--- src/rtl/vtg_pkg.sv ---
// Shared constants for the raster timing generator: standard mode parameter sets
// and the helper that derives a line/frame total from its four segment lengths.
package vtg_pkg;

  // 640x480 @ 60 Hz, 25.175 MHz pixel clock, negative syncs
  localparam int VTG_640x480_H_ACTIVE = 640;
  localparam int VTG_640x480_H_FP     = 16;
  localparam int VTG_640x480_H_SYNC   = 96;
  localparam int VTG_640x480_H_BP     = 48;
  localparam int VTG_640x480_V_ACTIVE = 480;
  localparam int VTG_640x480_V_FP     = 10;
  localparam int VTG_640x480_V_SYNC   = 2;
  localparam int VTG_640x480_V_BP     = 33;
  localparam int VTG_640x480_HS_POL   = 0;
  localparam int VTG_640x480_VS_POL   = 0;

  // 1280x720 @ 60 Hz, 74.25 MHz pixel clock, positive syncs
  localparam int VTG_1280x720_H_ACTIVE = 1280;
  localparam int VTG_1280x720_H_FP     = 110;
  localparam int VTG_1280x720_H_SYNC   = 40;
  localparam int VTG_1280x720_H_BP     = 220;
  localparam int VTG_1280x720_V_ACTIVE = 720;
  localparam int VTG_1280x720_V_FP     = 5;
  localparam int VTG_1280x720_V_SYNC   = 5;
  localparam int VTG_1280x720_V_BP     = 20;
  localparam int VTG_1280x720_HS_POL   = 1;
  localparam int VTG_1280x720_VS_POL   = 1;

  function automatic int vtg_total(input int active, input int fp, input int sync,
                                   input int bp);
    return active + fp + sync + bp;
  endfunction

endpackage

--- src/rtl/vtg_axis_counter.sv ---
// One raster axis: a wrapping position counter plus the active-region and sync
// decodes for that axis. Used once for pixels within a line, once for lines.
module vtg_axis_counter
  import vtg_pkg::*;
#(
  parameter int ACTIVE = 640,
  parameter int FP     = 16,
  parameter int SYNC   = 96,
  parameter int BP     = 48,
  parameter int POL    = 0,
  parameter int CW     = 12
) (
  input  logic          clk,
  input  logic          rst,
  input  logic          en,
  input  logic          step,
  output logic [CW-1:0] cnt,
  output logic          wrap,
  output logic          active,
  output logic          sync
);

  localparam int CW1 = CW + 1;
  localparam int TOTAL = vtg_total(ACTIVE, FP, SYNC, BP);

  localparam logic [CW-1:0] LAST       = CW'(TOTAL - 1);
  localparam logic [CW:0]   ACT_END    = CW1'(ACTIVE);
  localparam logic [CW:0]   SYNC_BEG   = CW1'(ACTIVE + FP);
  localparam logic [CW:0]   SYNC_END   = CW1'(ACTIVE + FP + SYNC);
  localparam logic          SYNC_LEVEL = (POL != 0);

  logic [CW-1:0] cnt_q, cnt_d;
  logic [CW:0]   cnt_w;
  logic          at_last;
  logic          in_sync;

  assign at_last = (cnt_q == LAST);

  always_comb begin
    cnt_d = cnt_q;
    if (en && step) begin
      cnt_d = at_last ? '0 : cnt_q + CW'(1);
    end
  end

  always_ff @(posedge clk) begin
    if (rst) begin
      cnt_q <= '0;
    end else begin
      cnt_q <= cnt_d;
    end
  end

  // Widened by one bit so a sync pulse ending exactly at 2**CW still decodes.
  assign cnt_w   = {1'b0, cnt_q};
  assign in_sync = (cnt_w >= SYNC_BEG) && (cnt_w < SYNC_END);

  assign cnt    = cnt_q;
  assign wrap   = en && step && at_last;
  assign active = (cnt_w < ACT_END);
  assign sync   = in_sync ? SYNC_LEVEL : ~SYNC_LEVEL;

endmodule

--- src/rtl/video_timing_gen.sv ---
// Raster timing generator: coordinates, data enable, syncs and frame/line strobes,
// all registered together one enabled cycle after the counters. VTG_FRAME_CNT_EN adds frame_cnt.
module video_timing_gen
  import vtg_pkg::*;
#(
  parameter int H_ACTIVE = VTG_640x480_H_ACTIVE,
  parameter int H_FP     = VTG_640x480_H_FP,
  parameter int H_SYNC   = VTG_640x480_H_SYNC,
  parameter int H_BP     = VTG_640x480_H_BP,
  parameter int V_ACTIVE = VTG_640x480_V_ACTIVE,
  parameter int V_FP     = VTG_640x480_V_FP,
  parameter int V_SYNC   = VTG_640x480_V_SYNC,
  parameter int V_BP     = VTG_640x480_V_BP,
  parameter int HS_POL   = VTG_640x480_HS_POL,
  parameter int VS_POL   = VTG_640x480_VS_POL,
  parameter int CW       = 12
) (
  input  logic          clk,
  input  logic          rst,
  input  logic          en,
  output logic [CW-1:0] sx,
  output logic [CW-1:0] sy,
  output logic          de,
  output logic          hsync,
  output logic          vsync,
  output logic          sof,
  output logic          eol
`ifdef VTG_FRAME_CNT_EN
  ,
  output logic [15:0]   frame_cnt
`endif
);

  localparam int H_TOTAL = vtg_total(H_ACTIVE, H_FP, H_SYNC, H_BP);
  localparam int V_TOTAL = vtg_total(V_ACTIVE, V_FP, V_SYNC, V_BP);

  generate
    if ((H_TOTAL > (2 ** CW)) || (V_TOTAL > (2 ** CW))) begin : g_cw_too_small
      $error("video_timing_gen: CW=%0d cannot hold H_TOTAL=%0d / V_TOTAL=%0d",
             CW, H_TOTAL, V_TOTAL);
    end
  endgenerate

  localparam logic [CW-1:0] H_EOL   = CW'(H_ACTIVE - 1);
  localparam logic          HS_IDLE = (HS_POL == 0);
  localparam logic          VS_IDLE = (VS_POL == 0);

  logic [CW-1:0] h_cnt, v_cnt;
  logic          h_wrap, v_wrap;
  logic          h_active, v_active;
  logic          h_sync, v_sync;

  vtg_axis_counter #(
    .ACTIVE (H_ACTIVE),
    .FP     (H_FP),
    .SYNC   (H_SYNC),
    .BP     (H_BP),
    .POL    (HS_POL),
    .CW     (CW)
  ) u_h_axis (
    .clk    (clk),
    .rst    (rst),
    .en     (en),
    .step   (en),
    .cnt    (h_cnt),
    .wrap   (h_wrap),
    .active (h_active),
    .sync   (h_sync)
  );

  vtg_axis_counter #(
    .ACTIVE (V_ACTIVE),
    .FP     (V_FP),
    .SYNC   (V_SYNC),
    .BP     (V_BP),
    .POL    (VS_POL),
    .CW     (CW)
  ) u_v_axis (
    .clk    (clk),
    .rst    (rst),
    .en     (en),
    .step   (en && h_wrap),
    .cnt    (v_cnt),
    .wrap   (v_wrap),
    .active (v_active),
    .sync   (v_sync)
  );

  // High exactly while the counters sit at (0,0); saves a 2*CW-bit compare.
  logic frame_start_q;

  logic [CW-1:0] sx_q, sx_d;
  logic [CW-1:0] sy_q, sy_d;
  logic          de_q, de_d;
  logic          hsync_q, hsync_d;
  logic          vsync_q, vsync_d;
  logic          sof_q, sof_d;
  logic          eol_q, eol_d;

  always_comb begin
    sx_d    = h_cnt;
    sy_d    = v_cnt;
    de_d    = h_active && v_active;
    hsync_d = h_sync;
    vsync_d = v_sync;
    sof_d   = frame_start_q;
    eol_d   = (h_cnt == H_EOL) && v_active;
  end

  always_ff @(posedge clk) begin
    if (rst) begin
      sx_q          <= '0;
      sy_q          <= '0;
      de_q          <= 1'b0;
      hsync_q       <= HS_IDLE;
      vsync_q       <= VS_IDLE;
      sof_q         <= 1'b0;
      eol_q         <= 1'b0;
      frame_start_q <= 1'b1;
    end else if (en) begin
      sx_q          <= sx_d;
      sy_q          <= sy_d;
      de_q          <= de_d;
      hsync_q       <= hsync_d;
      vsync_q       <= vsync_d;
      sof_q         <= sof_d;
      eol_q         <= eol_d;
      frame_start_q <= v_wrap;
    end
  end

  assign sx    = sx_q;
  assign sy    = sy_q;
  assign de    = de_q;
  assign hsync = hsync_q;
  assign vsync = vsync_q;
  assign sof   = sof_q;
  assign eol   = eol_q;

`ifdef VTG_FRAME_CNT_EN
  logic [15:0] frame_cnt_q, frame_cnt_d;

  // Counts on the same edge that raises sof, so frame 1 reads 1 alongside its sof.
  always_comb begin
    frame_cnt_d = frame_cnt_q;
    if (en && frame_start_q) begin
      frame_cnt_d = frame_cnt_q + 16'd1;
    end
  end

  always_ff @(posedge clk) begin
    if (rst) begin
      frame_cnt_q <= 16'd0;
    end else begin
      frame_cnt_q <= frame_cnt_d;
    end
  end

  assign frame_cnt = frame_cnt_q;
`endif

endmodule

--- config.mk ---
export PLATFORM = sky130hd
export DESIGN_NAME = video_timing_gen
export DESIGN_NICKNAME = d
export VERILOG_FILES = /design/src/rtl/vtg_pkg.sv /design/src/rtl/vtg_axis_counter.sv /design/src/rtl/video_timing_gen.sv
export SDC_FILE = /design/constraint.sdc
export NUM_CORES = 1
export LEC_CHECK = 0
export BUFFER_PORTS_ARGS = -buffer_cell sky130_fd_sc_hd__buf_2
export CAP_MARGIN = 20
export CORE_ASPECT_RATIO = 1.25
export CORE_MARGIN = 4
export CORE_UTILIZATION = 56
export CTS_CLUSTER_DIAMETER = 40
export DETAILED_ROUTE_END_ITERATION = 7
export HOLD_SLACK_MARGIN = 0.06
export MAX_ROUTING_LAYER = met4
export PLACE_DENSITY = 0.78
export SYNTH_ARGS = -nofsm -noshare
export SYNTH_HDL_FRONTEND = slang
export SYNTH_SLANG_ARGS = --single-unit
--- constraint.sdc ---
create_clock -name clk -period 2.1 [get_ports clk]
set_input_delay 0.21 -clock clk [delete_from_list [all_inputs] [get_ports clk]]
set_output_delay 0.21 -clock clk [all_outputs]
set_load 0.02 [all_outputs]
# ---- Yosys cells after proc, flatten, opt, wreduce, memory -nomap -nowiden
# Cells that the tools add are included.
dict set report totals {
  ff_bits 54
  wordCells 33
  out_inout_bits 29
  in_bits 3
}
dict set report op_classes {
  eq_ne 3
  n_addsub 2
  mux 4
  magnitude_cmp 6
  reduce_logical 8
}
# op count
set op_table {}
lappend op_table {{== test 12 x 10 -> 1 bit (second input constant)} 3}
lappend op_table {{adder 12 x 1 -> 12 bit (second input constant)} 2}
lappend op_table {{< comparator 12 x 10 -> 1 bit (second input constant)} 2}
lappend op_table {{< comparator 12 x 9 -> 1 bit (second input constant)} 2}
lappend op_table {{two-way mux 12 bit} 2}
lappend op_table {{greater-or-equal comparator 12 x 10 -> 1 bit (second input constant)} 1}
lappend op_table {{greater-or-equal comparator 12 x 9 -> 1 bit (second input constant)} 1}
lappend op_table {{logical AND 1 bit} 8}
lappend op_table {{two-way mux 1 bit} 2}

# ---- Depth between registers and ports, before layout
# Gate-level depths: netlist of the first run.
dict set report logic_depth {
  ltp_word 5
  mapped_depth 7
  mapped_depth_nobuf 6
}

# ---- By module
# A second synthesis of the first run with hierarchy kept.
dict set report unflattened {
  cells_unflattened 255
  hier_area_um2 2481.1
}
# module cells_each seq_area_each_um2 instances area_each_um2
set modules_own_cells {}
lappend modules_own_cells {video_timing_gen 105 600.6 1 1122.3}
lappend modules_own_cells {{vtg_axis_counter at u_h_axis} 74 240.2 1 679.4}
lappend modules_own_cells {{vtg_axis_counter at u_v_axis} 76 240.2 1 679.4}

# ---- Worst setup path after synthesis of the first run
# No wires, ideal clock.
dict set report synth_path {
  path_type {register to register}
  startpoint {register u_h_axis.cnt_q[0], in the netlist u_h_axis.cnt[0]}
  endpoint {register u_v_axis.cnt_q[11], in the netlist u_v_axis.cnt[11]}
  setup_time_ns 0.121
  required_time_ns 1.979
  path_slack_ns 0.347
  path_stages_with_launch 7
  period_less_slack_ns 1.753
  arrival_ns 1.632
  n_path_buf 1
  cell_sequence {dfxtp_1 > ha_1 > and4_1 > clkbuf_2 > nand3_2 > nor4_1 > mux2_2}
}
dict set report synth_between {
  elab_chain_len 4
}
# element line
set synth_rtl {}
lappend synth_rtl {{start: declaration} vtg_axis_counter.sv:32} ;# logic [CW-1:0] cnt_q, cnt_d;
lappend synth_rtl {{start signal: assignment} vtg_axis_counter.sv:50} ;# cnt_q <= cnt_d;
lappend synth_rtl {{== test 12 x 10 -> 1 bit} vtg_axis_counter.sv:37} ;# assign at_last = (cnt_q == LAST);
lappend synth_rtl {{logical AND 1 bit} vtg_axis_counter.sv:59} ;# assign wrap = en && step && at_last;
lappend synth_rtl {{logical AND 1 bit} video_timing_gen.sv:82} ;# .step (en && h_wrap),
lappend synth_rtl {{logical AND 1 bit} vtg_axis_counter.sv:41} ;# if (en && step) begin
lappend synth_rtl {{end signal: assignment} vtg_axis_counter.sv:50}
lappend synth_rtl {{end: declaration} vtg_axis_counter.sv:32}
# No other way between the ends.
# A chain may end at the register's enable or synchronous reset.

# ---- Worst setup path after layout of the first run
dict set report layout_path {
  startpoint {register u_h_axis.cnt_q[9], in the netlist u_h_axis.cnt[9]}
  endpoint {register u_v_axis.cnt_q[7], in the netlist u_v_axis.cnt[7]}
}
# The elaborated chain is that of the path after synthesis.

==> results of run 1 <==
-- cell type report --
class | instances | area [um2] | area share, %
Clock buffer | 5 | 68.8 | 2.58
Clock inverter | 3 | 40.0 | 1.50
Inverter | 7 | 26.3 | 0.986
Multi-Input combinational cell | 177 | 1180 | 44.2
Sequential cell | 54 | 1080 | 40.6
Tap cell | 56 | 70.1 | 2.63
Timing Repair Buffer | 37 | 200 | 7.52
-- what timing repair did --
item / CTS / global route
endpoints found under the hold margin: 0 / 0
setup endpoints to repair: 0 / 1
resized for setup: 0 / 1
-- critical path: cells and delay by family, from the launching register on --
kind | cells | cell delay (ns)
AOI/OAI and AO/OA | 2 | 0.46
buffers and inverters | 1 | 0.24
DFF | 1 | 0.45
and+or+nand+nor | 2 | 0.63
-- cells in the mapped netlist, drive strengths merged --
library cell,count
dfxtp,54
nor2,37
mux2i,26
nand2,15
nand3,12
buf,11
nand4,9
a21oi,8
and3,8
xor2,8
clkbuf,6
inv,6
nor3,6
o21ai,5
or3,5
ha,4
nor2b,4
and4,3
o31ai,3
or4,3
nor4b,2
nor4bb,2
o211ai,2
o32ai,2
o41ai,2
xnor2,2
a21o,1
a31o,1
a32oi,1
and4bb,1
clkinv,1
mux2,1
nor4,1
o2111ai,1
o311ai,1
o31a,1
-- path summary, 6_finish.rpt --
path,start,to,slack (ns),depth (start not counted)
setup / recovery,u_h_axis.cnt[9],u_v_axis.cnt[7],0.20,5
hold reg to reg,eol,eol,0.46,2
hold / removal,rst,sy[7],0.36,2
setup reg to reg,u_h_axis.cnt[9],u_v_axis.cnt[7],0.20,5
-- power breakdown --
group          total (mW)  leakage, nW  switching, mW  internal (mW)
sequential           1.04        0.436        0.00664           1.03
clock               0.693       0.0579          0.341          0.351
combinational      0.0838        0.637         0.0544         0.0294
total                1.82         1.13          0.402           1.41
-- logic make-up after synthesis --
kind of cell               synth area share (%)
xor gates and xnor gates                   3.72
and+or+nand+nor                            24.3
adders and majority gates                  2.13
DFF                                        45.9
buffers and inverters                      4.31
muxes                                      11.5
AOI/OAI and AO/OA                          8.03
-- state kept, by name (all words and copies together) (netlist names), 12 cells and up --
name	cells
sy	12
u_h_axis.cnt	12
u_v_axis.cnt	12
sx	12
-- metal layers --
| metal | global-route usage (%) | share of wire (%) | vias to the layer above |
|---|---|---|---|
| met5 | - | 0 | - |
| met4 | 7.93 | 1.8 | 0 |
| met3 | 4.34 | 3.2 | 8 |
| met2 | 33.9 | 49 | 20 |
| met1 | 23.8 | 46 | 898 |
| li1 | - | - | 957 |
-- per-stage QoR --
stage	setup slack, ns	utilization [%]	instances	area (um2)	power, mW
finish	0.195	65.5	339	2660	1.82
global route	0.0161	65.5	339	2660	1.87
CTS	0.206	65.4	339	2660	1.82
detailed placement	0.222	62.7	331	2550	1.15
global placement	0.271	62.7	331	2550	1.15
floorplan	0.347	-	255	2350	1.13
==> summary.md, run 1 <==
| Metric | Value |
|---|---|
| Outcome | `completed` |
| Relative slew slack | `63.5%` |
| # fillers | `348` |
| Max incr delay on CP | `0.45 ns` |
| Routed len/inst | `14.1 um` |
| CP max-delay cell | `dfxtp_1` |
| Setup CP Type | `reg2reg` |
| Core Box Area | `4070 um2` |
| Max rail drop VDD | `447 uV` |
| Detail Route Antenna Nets | `0` |
| Hold Buf Count CTS | `0` |
| Num CTS Buffers | `5` |
| Num ports | `32` |
| Initial Util | `57.9%` |
| Data required time of the worst path | `2.30 ns` |
| Yosys warns | `0` |
| Worst Hold Class | `in2reg` |
| Via count | `1883` |
| Critical path fanouts, max | `11` |
| Largest net degree at the start of global routing | `32` |
| CP endpoint kind | `flop` |
| Mapped cell area | `2350 um2` |
| Mapped Nets | `262` |
| Worst-path cell chain | `nor4b_4 -> nand3_2 -> buf_4 -> o311ai_0 -> o41ai_1` |
| ANT cells | `0` |
| Synth top area share | `45.9%` |
| Die height | `80.5 um` |
| First-pass GRT wire length | `8.11 mm` |
| Pre-antenna DRT Iters | `4` |
| Clk Latency, worst-skew pair | `0.31 ns` |
| Commonest non-fill, non-tap cell in the layout | `dfxtp_1` |
| Distinct cells, synth | `41` |
| Dpl hpwl | `3.39 mm` |
| Leak | `1.13 nW` |
| Vias/cell | `5.55` |
| Drc violations | `0` |
| RePlAce Congestion | `0.972` |
| Max Slew Vio Count | `0` |
| Vias in the first global route | `1781` |
| Antenna violations before repair | `0` |
| Avg Synthesized Cell Area | `9.23 um2` |
| Total GRT Usage | `20.3%` |
| Layout cells sized above 1 | `18.0%` |
| Post-synthesis register bit count | `54` |
| RSZ-0062 raised after global routing | `no` |
| I/O Buffers | `31` |
| PD cells | `682 nW/um2` |
| Crit path DAT | `2.10 ns` |
| Fmax achieved | `525 MHz` |
| Post-layout min period | `1.90 ns` |
| Hold WS | `0.361 ns` |
| Final Net Count | `289` |
| H-tree Lvls | `2` |
| Clock Path Buffers | `2` |
| Setup TNS | `0 ns` |
| CP startpoint kind | `flop` |
| CTS sink cnt | `54` |
| Area grow syn2layout | `13.2%` |
| MaxCap Viol Count | `0` |
| Reg clk slew, reported paths | `0.10 ns` |
| Most frequent cells in the layout | `dfxtp_1 (54), nor2_1 (37), buf_2 (31)` |
| Max Clock Skew | `0.0116 ns` |
| Worst slew pin tran | `0.547 ns` |
| Setup Viol. Count Final | `0` |
| Routed wire length | `4.80 mm` |
| Syn Inst Count | `255` |
| Chip Width | `66.0 um` |
| Seq/Total Area, Yosys | `45.9%` |
| Row count | `26` |
| Post-CTS Repair Setup Buffers | `0` |
| Tcrit/Tclk final | `90.7%` |
| TritonCTS clock tree | `yes` |
| DRT iter0 DRCs | `61` |
| Die area | `5310 um2` |
| Remaining global-route overflow | `0` |
| Area contributors post-synth | `dfxtp_1 (46%), mux2i_1 (11%), nor2_1 (5.9%)` |
| Yosys top cell by area | `dfxtp_1` |
| Root Buffer Master | `clkbuf_8` |
| Hold Fails Final Rpt | `0` |
Power figures use the tool's default switching activity.
==> inputs of run 2 (changes only) <==
==> constraint.sdc (replaced) <==
create_clock -name clk -period 2.1 [get_ports clk]
set_input_delay 0.105 -clock clk [delete_from_list [all_inputs] [get_ports clk]]
set_output_delay 0.105 -clock clk [all_outputs]
set_load 0.02 [all_outputs]
==> run 2 against run 1 <==
- sequential power barely moved
- largest power group unchanged
- non-clock buffer count unchanged
- cell count fell by 0.29%
==> summary.md, run 2 (synthesis gave the netlist of run 1 again) <==
| Metric | Value |
|---|---|
| # fillers | `367 (was 348)` |
| Buf+Inv Stages, Crit Path | `1 (unchanged)` |
| Routed len/inst | `14.5 um (was 14.1 um)` |
| Max incr delay on CP | `0.40 ns (was 0.45 ns)` |
| Via count | `1923 (was 1883)` |
| Row count | `26 (unchanged)` |
| Die area | `5310 um2 (unchanged)` |
| Relative slew slack | `59.5% (was 63.5%)` |
| Reg clk slew, reported paths | `0.09 ns (was 0.10 ns)` |
| RSZ-0062 raised after global routing | `no (unchanged)` |
| Post-layout min period | `1.87 ns (was 1.90 ns)` |
| Area grow syn2layout | `11.5% (was 13.2%)` |
| Fmax achieved | `534 MHz (was 525 MHz)` |
| Share of power burned in registers | `62.9% (was 57.2%)` |
| Most frequent cells in the layout | `dfxtp_1 (54), nor2_1 (37), buf_2 (31) (unchanged)` |
| Hold Fails Final Rpt | `0 (unchanged)` |
| Data required time of the worst path | `2.28 ns (was 2.30 ns)` |
| Largest net degree at the start of global routing | `34 (was 32)` |
| MaxCap Viol Count | `0 (unchanged)` |
| Setup CP Type | `reg2reg (unchanged)` |
| Vias/cell | `5.69 (was 5.55)` |
| Chip Width | `66.0 um (unchanged)` |
| ANT cells | `0 (unchanged)` |
| Hold Buf Count CTS | `0 (unchanged)` |
| Post-Place Cells | `331 (unchanged)` |
| PD cells | `630 nW/um2 (was 682 nW/um2)` |
| Max Slew Vio Count | `0 (unchanged)` |
| Antenna violations before repair | `0 (unchanged)` |
| Tcrit/Tclk final | `89.2% (was 90.7%)` |
| Worst slew pin tran | `0.608 ns (was 0.547 ns)` |
| I/O Buffers | `31 (unchanged)` |
| Worst-path cell chain | `ha_1 -> and4_1 -> nand3_2 -> buf_4 -> o311ai_0 -> o41ai_1 (was nor4b_4 -> nand3_2 -> buf_4 -> o311ai_0 -> o41ai_1)` |
| Max Clock Skew | `0.00552 ns (was 0.0116 ns)` |
| Hold Startpoint | `en (was rst)` |
| Internal power | `1.29 mW (was 1.41 mW)` |
| Crit path DAT | `2.05 ns (was 2.10 ns)` |
| Total GRT Usage | `21.1% (was 20.3%)` |
| Commonest non-fill, non-tap cell in the layout | `dfxtp_1 (unchanged)` |
| Min-Delay Path Depth | `3 (was 2)` |
| Num CTS Buffers | `5 (unchanged)` |
| CTS sink cnt | `54 (unchanged)` |
| CP startpoint kind | `flop (unchanged)` |
| RePlAce Congestion | `0.892 (was 0.972)` |
| Critical path fanouts, max | `11 (unchanged)` |
| Clock Path Buffers | `2 (unchanged)` |
| Clock share of power | `32.1% (was 38.1%)` |
| Reg-to-reg setup timing slack | `0.23 ns (was 0.20 ns)` |
| Core Box Area | `4070 um2 (unchanged)` |
| Routed wire length | `4.89 mm (was 4.80 mm)` |
| Switching Share | `21.9% (was 22.2%)` |
| Detail Route Antenna Nets | `0 (unchanged)` |
| Layout cells sized above 1 | `16.7% (was 18.0%)` |
| First-pass GRT wire length | `8.56 mm (was 8.11 mm)` |
| Max rail drop VDD | `439 uV (was 447 uV)` |
| DRT iter0 DRCs | `111 (was 61)` |
| Die height | `80.5 um (unchanged)` |
| Num ports | `32 (unchanged)` |
| Part of the power in combinational logic | `5.0% (was 4.6%)` |
| Leak | `1.11 nW (was 1.13 nW)` |
| Outcome | `completed (unchanged)` |
| CP endpoint kind | `flop (unchanged)` |
| Remaining global-route overflow | `0 (unchanged)` |
| Vias in the first global route | `1842 (was 1781)` |
| Worst Hold Class | `in2reg (unchanged)` |
| Setup Viol. Count Final | `0 (unchanged)` |
| Reg-to-Reg End | `u_v_axis.cnt[7] (unchanged)` |
| TritonCTS clock tree | `yes (unchanged)` |
| Psw | `362 uW (was 402 uW)` |
| FF-to-FF Start | `u_h_axis.cnt[1] (was u_h_axis.cnt[9])` |
| Gates resized, CTS repair | `0 (unchanged)` |
| Pre-antenna DRT Iters | `4 (unchanged)` |
| Drc violations | `0 (unchanged)` |
| Initial Util | `57.9% (unchanged)` |
| Post-DP Area | `2550 um2 (unchanged)` |
| R2R depth | `6 (was 5)` |
| Final instance area | `2630 um2 (was 2660 um2)` |
| CP max-delay cell | `dfxtp_1 (unchanged)` |
| Setup TNS | `0 ns (unchanged)` |
| Non-Filler Instances | `338 (was 339)` |
| Final Net Count | `289 (unchanged)` |
| Dpl hpwl | `3.43 mm (was 3.39 mm)` |
| Post-CTS Repair Setup Buffers | `0 (unchanged)` |
| Clk Latency, worst-skew pair | `0.30 ns (was 0.31 ns)` |
| Critical path's top delay family | `compound AO/OA/AOI/OAI gates (was simple AND/OR/NAND/NOR gates)` |
| H-tree Lvls | `2 (unchanged)` |
| Hold endpoint | `sx[3] (was sy[7])` |
| Root Buffer Master | `clkbuf_8 (unchanged)` |
-- run 2: changes by cell type in the layout (fill, tap and decap cells not counted) --
cell	delta
bufinv_16	-1
clkbuf_1	+2
clkinv_2	-2
nor4_1	+1
nor4_2	-1
-- run 2: final cells by class --
type	count	area, um2	area share, %
multi-input cells	177	1170	44.6
flip-flops and latches	54	1080	41.2
inverters	7	26.3	1.00
well taps	56	70.1	2.67
clock buffers	7	76.3	2.91
repair buffers	37	200	7.63
-- run 2: worst max-delay path by stage --
stage                               start               end  cells past startpoint  slack, ns
after global routing      u_h_axis.cnt[1]   u_v_axis.cnt[7]                      6        0.1
after CTS                 u_h_axis.cnt[1]  u_v_axis.cnt[11]                      5       0.22
after detailed placement  u_h_axis.cnt[1]  u_v_axis.cnt[11]                      5       0.22
after floorplan           u_h_axis.cnt[0]  u_v_axis.cnt[11]                      6       0.35
after global placement    u_h_axis.cnt[7]  u_v_axis.cnt[11]                      4       0.28
final                     u_h_axis.cnt[1]   u_v_axis.cnt[7]                      6       0.23
-- run 2: through the flow --
step                power (mW)  utilization, %  hold WS [ns]  worst slack [ns]
finish                    1.65            64.6         0.217             0.226
global route              1.72            64.6         0.216            0.0950
CTS                       1.67            64.6         0.212             0.222
detailed placement        1.15            62.7         0.459             0.219
global placement          1.14            62.7         0.447             0.276
floorplan                 1.13               -         0.405             0.347
-- run 2: layer usage --
| metal | routed length (um) | vias to the layer above | GRT usage [%] |
|---|---|---|---|
| met5 | 0 | - | - |
| met4 | 106 | 0 | 8.13 |
| met3 | 167 | 10 | 4.20 |
| met2 | 2430 | 33 | 35.0 |
| met1 | 2180 | 925 | 25.1 |
| li1 | - | 955 | - |
-- run 2: worst min-delay path, stage by stage --
cell and delay [ns]:
buf_2 0.17, mux2i_1 0.13, nor2_1 0.07
-- run 2: power groups by stage --
stage / Clock, mW / Sequential (mW) / Combinational (mW)
global route: 0.587 / 1.04 / 0.0912
detailed placement: 0 / 1.06 / 0.0822
global placement: 0 / 1.06 / 0.0817
floorplan: 0 / 1.07 / 0.0583
finish: 0.531 / 1.04 / 0.0826
CTS: 0.547 / 1.04 / 0.0834
==> inputs of run 3 (changes only) <==
--- a/config.mk
+++ b/config.mk
@@ -9,12 +9,13 @@
 export CAP_MARGIN = 20
 export CORE_ASPECT_RATIO = 1.25
 export CORE_MARGIN = 4
-export CORE_UTILIZATION = 56
+export CORE_UTILIZATION = 59
+export CTS_BUF_LIST = sky130_fd_sc_hd__clkbuf_4
 export CTS_CLUSTER_DIAMETER = 40
 export DETAILED_ROUTE_END_ITERATION = 7
 export HOLD_SLACK_MARGIN = 0.06
 export MAX_ROUTING_LAYER = met4
-export PLACE_DENSITY = 0.78
+export PLACE_DENSITY = 0.81
 export SYNTH_ARGS = -nofsm -noshare
 export SYNTH_HDL_FRONTEND = slang
 export SYNTH_SLANG_ARGS = --single-unit
==> run 3 against run 2 <==
- power shrank 7.5%
- cell count shrank 0.30%
- largest power group unchanged
- utilization grew 3.6 points
- wire length grew 1.6%
- count of clock-buffer cells in the layout shrank 2
- critical endpoint unchanged
- largest cell class unchanged
- critical path type unchanged
- design area shrank 0.86%
- clock power shrank 24%
- highest routed layer unchanged
- non-clock buffer count grew 2
- die area shrank 4.5%
- combinational power grew 1%
- sequential share of layout area grew 0.36 points
==> summary.md, run 3 (synthesis gave the netlist of run 1 again) <==
| Metric | Value |
|---|---|
| Outcome | `completed (unchanged)` |
| Data required time of the worst path | `2.36 ns (was 2.28 ns)` |
| Final instance area | `2600 um2 (was 2630 um2)` |
| Non-Filler Instances | `337 (was 338)` |
| Fmax achieved | `525 MHz (was 534 MHz)` |
| Buf+Inv Stages, Crit Path | `1 (unchanged)` |
| Root Buffer Master | `clkbuf_4 (was clkbuf_8)` |
| Core Box Area | `3820 um2 (was 4070 um2)` |
| R2R depth | `5 (was 6)` |
| Routed wire length | `4.97 mm (was 4.89 mm)` |
| DRT iter0 DRCs | `113 (was 111)` |
| Drc violations | `0 (unchanged)` |
| Reg-to-Reg End | `u_v_axis.cnt[7] (unchanged)` |
| Dpl hpwl | `3.45 mm (was 3.43 mm)` |
| Total power | `1.53 mW (was 1.65 mW)` |
| CP endpoint kind | `flop (unchanged)` |
| Pre-antenna DRT Iters | `4 (unchanged)` |
| Hold Fails Final Rpt | `0 (unchanged)` |
| Leak | `1.11 nW (about the same)` |
| Antenna violations before repair | `0 (unchanged)` |
| Largest net degree at the start of global routing | `34 (unchanged)` |
| Critical path's top delay family | `simple AND/OR/NAND/NOR gates (was compound AO/OA/AOI/OAI gates)` |
| Worst Slack Setup Final | `0.195 ns (was 0.226 ns)` |
| Crit path to | `u_v_axis.cnt[7] (unchanged)` |
| Clock Path Buffers | `2 (unchanged)` |
| ANT cells | `0 (unchanged)` |
| Tcrit/Tclk final | `90.7% (was 89.2%)` |
| RePlAce Congestion | `0.942 (was 0.892)` |
| Reg-to-reg setup timing slack | `0.20 ns (was 0.23 ns)` |
| I/O Buffers | `31 (unchanged)` |
| Gates resized, CTS repair | `0 (unchanged)` |
| Post-CTS Repair Setup Buffers | `0 (unchanged)` |
| Hold Buf Count CTS | `0 (unchanged)` |
| Total GRT Usage | `21.8% (was 21.1%)` |
| Max Slew Vio Count | `0 (unchanged)` |
| TritonCTS clock tree | `yes (unchanged)` |
| Setup TNS | `0 ns (unchanged)` |
| CP startpoint kind | `flop (unchanged)` |
| Num CTS Buffers | `5 (unchanged)` |
| Area grow syn2layout | `10.6% (was 11.5%)` |
| Relative slew slack | `65.6% (was 59.5%)` |
| RSZ-0062 raised after global routing | `no (unchanged)` |
| MaxCap Viol Count | `0 (unchanged)` |
| Layout cells sized above 1 | `17.3% (was 16.7%)` |
| Crit path DAT | `2.16 ns (was 2.05 ns)` |
| Detail Route Antenna Nets | `0 (unchanged)` |
| First-pass GRT wire length | `8.43 mm (was 8.56 mm)` |
| Row count | `25 (was 26)` |
| Max rail drop VDD | `447 uV (was 439 uV)` |
| Routed len/inst | `14.7 um (was 14.5 um)` |
| Post-layout min period | `1.90 ns (was 1.87 ns)` |
| Max incr delay on CP | `0.46 ns (was 0.40 ns)` |
| Hold Startpoint | `rst (was en)` |
| Worst Hold Class | `in2reg (unchanged)` |
| Critical path origin | `u_h_axis.cnt[9] (was u_h_axis.cnt[1])` |
| Critical path fanouts, max | `11 (unchanged)` |
| Post-DP Area | `2560 um2 (was 2550 um2)` |
| Die height | `78.6 um (was 80.5 um)` |
| H-tree Lvls | `2 (unchanged)` |
| FF-to-FF Start | `u_h_axis.cnt[9] (was u_h_axis.cnt[1])` |
| Vias/cell | `5.66 (was 5.69)` |
| CTS sink cnt | `54 (unchanged)` |
| Clk Latency, worst-skew pair | `0.37 ns (was 0.30 ns)` |
| Post-Place Cells | `331 (unchanged)` |
| Via count | `1909 (was 1923)` |
| Worst slew pin tran | `0.515 ns (was 0.608 ns)` |
| Final core occ | `68.2% (was 64.6%)` |
| Setup CP Type | `reg2reg (unchanged)` |
| Setup WS pre-CTS | `0.227 ns (was 0.219 ns)` |
| Setup Viol. Count Final | `0 (unchanged)` |
| Die area | `5070 um2 (was 5310 um2)` |
| Max Clock Skew | `0.0111 ns (was 0.00552 ns)` |
| Final Net Count | `291 (was 289)` |
| Reg clk slew, reported paths | `0.14 ns (was 0.09 ns)` |
| Hold WS | `0.181 ns (was 0.217 ns)` |
| CP max-delay cell | `dfxtp_1 (unchanged)` |
| Num ports | `32 (unchanged)` |
| Remaining global-route overflow | `0 (unchanged)` |
| Total stage count of the critical path | `5 (was 6)` |
| Commonest non-fill, non-tap cell in the layout | `dfxtp_1 (unchanged)` |
| Chip Width | `64.5 um (was 66.0 um)` |
| Most frequent cells in the layout | `dfxtp_1 (54), nor2_1 (37), buf_2 (31) (unchanged)` |
| Initial Util | `61.7% (was 57.9%)` |
| Vias in the first global route | `1758 (was 1842)` |
| PD cells | `588 nW/um2 (was 630 nW/um2)` |
| Worst-path cell chain | `nor4b_4 -> nand3_2 -> buf_4 -> o311ai_0 -> o41ai_1 (was ha_1 -> and4_1 -> nand3_2 -> buf_4 -> o311ai_0 -> o41ai_1)` |
| Min-Delay Path Depth | `2 (was 3)` |
-- run 3: changes by cell type in the layout (fill, tap and decap cells not counted), sizes merged --
cell | before | now
clkbuf | 7 | 5
buf | 37 | 39
clkinv | 1 | 2
-- run 3: cell type report --
| cell class | instances | area, um2 |
|---|---|---|
| clock buffer | 5 | 37.5 |
| multi-input combinational | 177 | 1170 |
| clock inverter | 1 | 3.75 |
| inverter | 7 | 26.3 |
| fill | 339 | 1210 |
| tap | 54 | 67.6 |
| sequential | 54 | 1080 |
| timing repair buffer | 39 | 215 |
-- run 3: routing by layer --
| layer | routed length [um] | global-route usage, % | vias up |
|---|---|---|---|
| met5 | 0 | - | - |
| met4 | 78 | 8.03 | 0 |
| met3 | 204 | 5.15 | 9 |
| met2 | 2480 | 35.0 | 45 |
| met1 | 2210 | 26.7 | 894 |
| li1 | - | - | 961 |
-- run 3: worst min path at each step --
| stage | end | slack [ns] |
|---|---|---|
| 3_3_place_gp | eol | 0.45 |
| 4_1_cts | sy[7] | 0.18 |
| 5_1_grt | sy[3] | 0.20 |
| 6_report | sy[7] | 0.18 |
| 3_5_place_dp | vsync | 0.46 |
| 2_1_floorplan | u_v_axis.cnt[2] | 0.40 |
-- run 3: worst reg2reg max path, cell delays in order, from the launching register on --
cell      delay, ns
dfxtp_1        0.46
nor4b_4        0.34
nand3_2        0.28
buf_4          0.24
o311ai_0       0.34
o41ai_1        0.13
-- run 3: power breakdown --
group,switching (mW),leakage (nW),total [mW],internal [mW]
Sequential,0.00641,0.436,1.04,1.03
Clock,0.291,0.0246,0.406,0.115
Combinational,0.0550,0.648,0.0835,0.0284
